--- src/rtl/uart_rx_if.sv ---
// Serial input and received-byte handshake bundle for uart_rx.
// master = receiver side, slave = consumer/line driver side.
interface uart_rx_if;
    logic       rx_pin;
    logic [7:0] recv_data;
    logic       recv_valid;
    logic       recv_ready;
    logic       frame_err;
    logic       overrun;

    modport master (
        input  rx_pin,
        input  recv_ready,
        output recv_data,
        output recv_valid,
        output frame_err,
        output overrun
    );

    modport slave (
        output rx_pin,
        output recv_ready,
        input  recv_data,
        input  recv_valid,
        input  frame_err,
        input  overrun
    );
endinterface

--- src/rtl/uart_rx.sv ---
// UART receiver, 8N1 LSB first, mid-bit sampling, valid/ready byte output.
// Optional UART_RX_MAJORITY_EN: 2-of-3 majority vote around each sample point.
//
// state | meaning
// IDLE  | waiting for a 1->0 edge on the synchronised line
// START | counting to start-bit middle, rejecting glitches
// DATA  | sampling 8 data bits, one per bit period
// STOP  | sampling stop bit, delivering byte or flagging error
module uart_rx #(
    parameter int CLK_FRE   = 50,
    parameter int UART_RATE = 115200
) (
    input  logic      clk,
    input  logic      rst,
    uart_rx_if.master bus
);
    localparam logic [10:0] RATE_CNT = 11'((CLK_FRE * 1000000 / UART_RATE) - 1);
    localparam logic [10:0] HALF_CNT = RATE_CNT >> 1;

    localparam logic [1:0] IDLE  = 2'd0;
    localparam logic [1:0] START = 2'd1;
    localparam logic [1:0] DATA  = 2'd2;
    localparam logic [1:0] STOP  = 2'd3;

    logic       sync1_q, rx_s_q, rx_d_q;
    logic [1:0] state_q, state_d;
    logic [10:0] clk_cnt_q, clk_cnt_d;
    logic [2:0] bit_cnt_q, bit_cnt_d;
    logic [7:0] shift_q, shift_d;
    logic [7:0] recv_data_q, recv_data_d;
    logic       recv_valid_q, recv_valid_d;
    logic       frame_err_q, frame_err_d;
    logic       overrun_q, overrun_d;
    logic       sample;

`ifdef UART_RX_MAJORITY_EN
    // Decision one cycle late so the vote sees cnt-1, cnt, cnt+1; reload at 1 keeps spacing.
    localparam logic [10:0] START_PT   = HALF_CNT + 11'd1;
    localparam logic [10:0] BIT_PT     = RATE_CNT + 11'd1;
    localparam logic [10:0] CNT_RELOAD = 11'd1;

    logic rx_dd_q;

    always_ff @(posedge clk or posedge rst) begin
        if (rst) rx_dd_q <= 1'b1;
        else     rx_dd_q <= rx_d_q;
    end

    assign sample = (rx_s_q & rx_d_q) | (rx_s_q & rx_dd_q) | (rx_d_q & rx_dd_q);
`else
    localparam logic [10:0] START_PT   = HALF_CNT;
    localparam logic [10:0] BIT_PT     = RATE_CNT;
    localparam logic [10:0] CNT_RELOAD = 11'd0;

    assign sample = rx_s_q;
`endif

    always_ff @(posedge clk or posedge rst) begin
        if (rst) begin
            sync1_q <= 1'b1;
            rx_s_q  <= 1'b1;
            rx_d_q  <= 1'b1;
        end else begin
            sync1_q <= bus.rx_pin;
            rx_s_q  <= sync1_q;
            rx_d_q  <= rx_s_q;
        end
    end

    always_comb begin
        state_d      = state_q;
        clk_cnt_d    = clk_cnt_q;
        bit_cnt_d    = bit_cnt_q;
        shift_d      = shift_q;
        recv_data_d  = recv_data_q;
        recv_valid_d = recv_valid_q & ~bus.recv_ready;
        frame_err_d  = 1'b0;
        overrun_d    = 1'b0;

        case (state_q)
            IDLE: begin
                if (rx_d_q && !rx_s_q) begin
                    clk_cnt_d = 11'd0;
                    state_d   = START;
                end
            end
            START: begin
                if (clk_cnt_q == START_PT) begin
                    if (!sample) begin
                        clk_cnt_d = CNT_RELOAD;
                        bit_cnt_d = 3'd0;
                        state_d   = DATA;
                    end else begin
                        state_d = IDLE;
                    end
                end else begin
                    clk_cnt_d = clk_cnt_q + 11'd1;
                end
            end
            DATA: begin
                if (clk_cnt_q == BIT_PT) begin
                    shift_d[bit_cnt_q] = sample;
                    clk_cnt_d          = CNT_RELOAD;
                    bit_cnt_d          = bit_cnt_q + 3'd1;
                    if (bit_cnt_q == 3'd7) state_d = STOP;
                end else begin
                    clk_cnt_d = clk_cnt_q + 11'd1;
                end
            end
            STOP: begin
                if (clk_cnt_q == BIT_PT) begin
                    state_d   = IDLE;
                    clk_cnt_d = 11'd0;
                    if (!sample) begin
                        frame_err_d = 1'b1;
                    end else if (!recv_valid_q || bus.recv_ready) begin
                        recv_data_d  = shift_q;
                        recv_valid_d = 1'b1;
                    end else begin
                        overrun_d = 1'b1;
                    end
                end else begin
                    clk_cnt_d = clk_cnt_q + 11'd1;
                end
            end
            default: state_d = IDLE;
        endcase
    end

    always_ff @(posedge clk or posedge rst) begin
        if (rst) begin
            state_q      <= IDLE;
            clk_cnt_q    <= 11'd0;
            bit_cnt_q    <= 3'd0;
            shift_q      <= 8'd0;
            recv_data_q  <= 8'd0;
            recv_valid_q <= 1'b0;
            frame_err_q  <= 1'b0;
            overrun_q    <= 1'b0;
        end else begin
            state_q      <= state_d;
            clk_cnt_q    <= clk_cnt_d;
            bit_cnt_q    <= bit_cnt_d;
            shift_q      <= shift_d;
            recv_data_q  <= recv_data_d;
            recv_valid_q <= recv_valid_d;
            frame_err_q  <= frame_err_d;
            overrun_q    <= overrun_d;
        end
    end

    assign bus.recv_data  = recv_data_q;
    assign bus.recv_valid = recv_valid_q;
    assign bus.frame_err  = frame_err_q;
    assign bus.overrun    = overrun_q;
endmodule

--- src/flat_wrapper.sv ---
// flat-port wrapper written by rule: the top's interface ports become plain ports
module uart_rx_flat 
#(
    parameter int CLK_FRE   = 50,
    parameter int UART_RATE = 115200
)
  (clk, rst, bus_rx_pin, bus_recv_ready, bus_recv_data, bus_recv_valid, bus_frame_err, bus_overrun);
  uart_rx_if bus_i ();
  input  logic clk;
  input  logic rst;
  input wire logic [$bits(bus_i.rx_pin)-1:0] bus_rx_pin;
  input wire logic [$bits(bus_i.recv_ready)-1:0] bus_recv_ready;
  output wire logic [$bits(bus_i.recv_data)-1:0] bus_recv_data;
  output wire logic [$bits(bus_i.recv_valid)-1:0] bus_recv_valid;
  output wire logic [$bits(bus_i.frame_err)-1:0] bus_frame_err;
  output wire logic [$bits(bus_i.overrun)-1:0] bus_overrun;
  assign bus_i.rx_pin = bus_rx_pin;
  assign bus_i.recv_ready = bus_recv_ready;
  assign bus_recv_data = bus_i.recv_data;
  assign bus_recv_valid = bus_i.recv_valid;
  assign bus_frame_err = bus_i.frame_err;
  assign bus_overrun = bus_i.overrun;
  uart_rx #(.CLK_FRE(CLK_FRE), .UART_RATE(UART_RATE)) u_core (.clk(clk), .rst(rst), .bus(bus_i));
endmodule
--- config.mk ---
export PLATFORM = sky130hd
export DESIGN_NAME = uart_rx_flat
export DESIGN_NICKNAME = d
export VERILOG_FILES = /design/src/rtl/uart_rx_if.sv /design/src/rtl/uart_rx.sv /design/src/flat_wrapper.sv
export SDC_FILE = /design/constraint.sdc
export NUM_CORES = 1
export LEC_CHECK = 0
export CAP_MARGIN = 20
export CELL_PAD_IN_SITES_DETAIL_PLACEMENT = 0
export CELL_PAD_IN_SITES_GLOBAL_PLACEMENT = 1
export CORE_AREA = 2 2 67 69
export CTS_CLUSTER_SIZE = 40
export DETAILED_ROUTE_END_ITERATION = 10
export DIE_AREA = 0 0 69 71
export PLACE_DENSITY = 0.85
export REMOVE_ABC_BUFFERS = 1
export SLEW_MARGIN = 20
export SYNTH_ARGS = -nofsm -noshare
export SYNTH_HDL_FRONTEND = slang
export SYNTH_SLANG_ARGS = --single-unit
--- constraint.sdc ---
create_clock -name clk -period 5.1 [get_ports clk]
set_input_delay 1.53 -clock clk [delete_from_list [all_inputs] [get_ports clk]]
set_output_delay 1.53 -clock clk [all_outputs]
set_load 0.005 [all_outputs]
==> metrics.log <==
INFO  metric outcome = completed
INFO  metric synth_sequential_area_ratio = 0.476
INFO  metric wl_per_cell = 17.0 microns
INFO  metric postSynthRegisterBits = 38
INFO  metric post_cts_buffers = 0
INFO  metric most_numerous_cell_in_the_yosys_netlist = sky130_fd_sc_hd__dfrtp_1
INFO  metric post_cts_clock_slew_at_the_launch_and_capture_registers_of_the_worst_setup_and_hold_paths = 70 ps
INFO  metric arrival = 1140 ps
INFO  metric crit_path_max_incr_delay = 510 ps
INFO  metric die_w = 69 microns
INFO  metric clkLatencyLatePin = 290 ps
INFO  metric cpMaxStageDelayCell = sky130_fd_sc_hd__clkdlybuf4s50_1
INFO  metric hp-class = flip-flop to flip-flop
INFO  metric achievable-frequency = 374 MHz
INFO  metric viasPerCell = 5.94
INFO  metric holdWs = 360 ps
INFO  metric worst_setup_path_end_kind = output pin
INFO  metric setup_tns = 0 ps
INFO  metric global_route.overflow_total = 0
INFO  metric worstRegToRegCells = 4
INFO  metric drt_pass1_iterations = 4
INFO  metric yosysWarnings = 0
INFO  metric remaining_drc_errors = 0
INFO  metric hold-path-cell-count = 0
INFO  metric max-slew-margin-rel = 0.535
INFO  metric io_pins = 15
INFO  metric grt_start_max_net_pins = 20
INFO  metric post_synth.cell_area_avg = 12.1 sq um
INFO  metric worstPathBufferInverterCount = 1
INFO  metric crit_family = buffers and inverters
INFO  metric yosysUniqueCellTypes = 52
INFO  metric timing.critical_path.cells = clkdlybuf4s50_1
INFO  metric die-height = 71 microns
INFO  metric finalCritPeriodShare = 0.524
INFO  metric timing.final.max_slew_violations = 0
INFO  metric syn2layout_area_growth = 13.3%
INFO  metric clk_root_buffer_cell = sky130_fd_sc_hd__clkbuf_8
INFO  metric drtIter0Drc = 77
INFO  metric wire_length_of_the_first_global_routing_pass = 6.75 mm
INFO  metric row_count = 24
INFO  metric critical_path.startpoint_type = flip-flop
INFO  metric reg2reg_from = u_core.clk_cnt_q[2]$_DFFE_PP0P_
INFO  metric finish.net_count = 188
INFO  metric synth_top_cells_by_area = sky130_fd_sc_hd__dfrtp_1, sky130_fd_sc_hd__mux2_2, sky130_fd_sc_hd__dfstp_2
INFO  metric cap_viol_max_count = 0
INFO  metric cts-resized-gates = 0
INFO  metric worst_hold_startpoint = u_core.sync1_q$_DFF_PP1_
INFO  metric gp_congestion = 0.846
INFO  metric total_leakage_power = 0.986 nW
INFO  metric r2r_endpoint = u_core.shift_q[0]$_DFFE_PP0P_
INFO  metric setup_viol_count_final = 0
INFO  metric starting_density = 0.477
INFO  metric route.final.wire_length = 3.95 mm
INFO  metric numCtsBuffers = 5
INFO  metric diode_count = 0
INFO  metric post-route-min-period = 2670 ps
INFO  metric maximum_vdd_drop = 160 uV
INFO  metric synth-async-reset-ratio = 1.00
INFO  metric pwrdens = 334 nW/um^2
INFO  metric antenna_left = 0
INFO  metric regArea = 955 sq um
INFO  metric cts.sinks = 38
INFO  metric track_usage = 0.172
INFO  metric number_of_standard_cells_after_synthesis = 166
INFO  metric fillCellCount = 367
INFO  metric vias_in_the_first_global_route = 1388
INFO  metric synthFlopType = sky130_fd_sc_hd__dfrtp_1
INFO  metric core-area = 4200 sq um
INFO  metric fp.dieArea = 4900 sq um
INFO  metric max_clock_skew = 6.21 ps
INFO  metric hpwlAfterDp = 2.86 mm
INFO  metric detailroute.via_count = 1379
INFO  metric edff_count_synth = 0
INFO  metric rsz_0062_raised_after_global_routing = false
INFO  metric critPathKind = flip-flop to output pin
INFO  metric synth_common_cells = sky130_fd_sc_hd__dfrtp_1, sky130_fd_sc_hd__mux2_2, sky130_fd_sc_hd__o21ai_0, sky130_fd_sc_hd__nand2_1, sky130_fd_sc_hd__nor4_1
INFO  metric cp.required = 3570 ps
INFO  metric port_buffers = 14
INFO  metric synth_area_leader_cell = sky130_fd_sc_hd__dfrtp_1
INFO  metric worstPathMaxFanout = 2
INFO  metric top_area_cell_type_share_of_the_netlist_area = 0.436
INFO  metric clk_path_buf_depth = 2
INFO  metric hold_crit_endpoint = u_core.rx_s_q$_DFF_PP1_
INFO  metric ctsHoldBuffers = 0
INFO  metric finalHoldViolations = 0
INFO  metric setup.reg_to_reg.worst_slack = 2640 ps
INFO  metric antenna_found_initial = 0
INFO  metric tritoncts = yes
INFO  metric cts-htree-levels = 2
INFO  metric multiInputGateArea = 960 sq um
INFO  metric transition_time_of_the_tightest_slew_check_pin = 696 ps
INFO  metric drive_gt1_frac = 0.239
INFO  metric synth_area = 2010 sq um
## metal layers
layer  share of wire  up-vias  track usage
met1            0.42      693        0.207
met2            0.54       20        0.311
met5               0        -            0
li1                -      661            -
met3           0.027        5       0.0385
met4           0.011        0       0.0458
## worst max-delay path by stage
stage | startpoint | endpoint | slack, ps | cells after the start
2_1_floorplan | rst | async pin | 2710 | 1
3_3_place_gp | rst | u_core.sync1_q$_DFF_PP1_ | 2100 | 3
3_5_place_dp | bus_recv_ready | u_core.bus.recv_data[7]$_DFFE_PP0P_ | 2170 | 4
4_1_cts | u_core.bus.recv_data[7]$_DFFE_PP0P_ | bus_recv_data[7] | 2410 | 1
5_1_grt | u_core.bus.recv_data[1]$_DFFE_PP0P_ | bus_recv_data[1] | 2380 | 1
6_report | u_core.bus.recv_data[6]$_DFFE_PP0P_ | bus_recv_data[6] | 2430 | 1
## cells by family (layout without fill, tap and decap cells)
logic type / count (synthesis) / count (layout) / synth area share
XOR/XNOR: 1 / 1 / 0.00436
flip-flops: 38 / 38 / 0.476
adder cells (fa/ha/maj): 5 / 5 / 0.0312
buffers and inverters: 14 / 28 / 0.0461
AND/OR/NAND/NOR: 60 / 60 / 0.223
multiplexers: 17 / 17 / 0.0954
AO/OA/AOI/OAI: 31 / 31 / 0.125
## cells in the final DEF, fill, tap and decap left out, types with 4 or more instances in the layout
master,count
sky130_fd_sc_hd__nor3_1,5
sky130_fd_sc_hd__dfrtp_1,35
sky130_fd_sc_hd__inv_1,4
sky130_fd_sc_hd__nand3_1,4
sky130_fd_sc_hd__nand2_1,8
sky130_fd_sc_hd__ha_1,5
sky130_fd_sc_hd__mux2_2,14
sky130_fd_sc_hd__nand4_1,4
sky130_fd_sc_hd__clkdlybuf4s50_1,14
sky130_fd_sc_hd__clkbuf_8,6
sky130_fd_sc_hd__nor4_1,6
sky130_fd_sc_hd__nand2b_1,4
sky130_fd_sc_hd__o21ai_0,9
## area by class of cell
type	instances	share of cell area
clock buffers	7	0.0380
well taps	52	0.0286
multi-input cells	114	0.422
clock inverters	1	0.0132
flip-flops and latches	38	0.420
inverters	4	0.00660
repair buffers	16	0.0715
## stage by stage
step / cell area [sq um] / setup slack (ps) / std cells / util / power, mW
floorplan: 1930 / 2710 / 156 / - / 0.462
global placement: 2140 / 2100 / 223 / 0.510 / 0.496
detailed placement: 2160 / 2170 / 224 / 0.513 / 0.505
CTS: 2270 / 2410 / 232 / 0.541 / 0.767
global route: 2270 / 2380 / 232 / 0.541 / 0.797
finish: 2270 / 2430 / 232 / 0.541 / 0.760
## report_power, final
group / internal, mW / switching (mW)
clock network: 0.159 / 0.101
logic: 0.0552 / 0.0727
registers: 0.319 / 0.0518
## state kept, by name (all words and copies together), names as in the netlist, named ones only
register               cells
u_core.bit_cnt_q           3
u_core.bus.frame_err       1
u_core.bus.overrun         1
u_core.bus.recv_data       8
u_core.bus.recv_valid      1
u_core.clk_cnt_q          11
u_core.rx_d_q              1
u_core.rx_s_q              1
u_core.shift_q             8
u_core.state_q             1
u_core.sync1_q             1
Power figures use the tool's default switching activity.
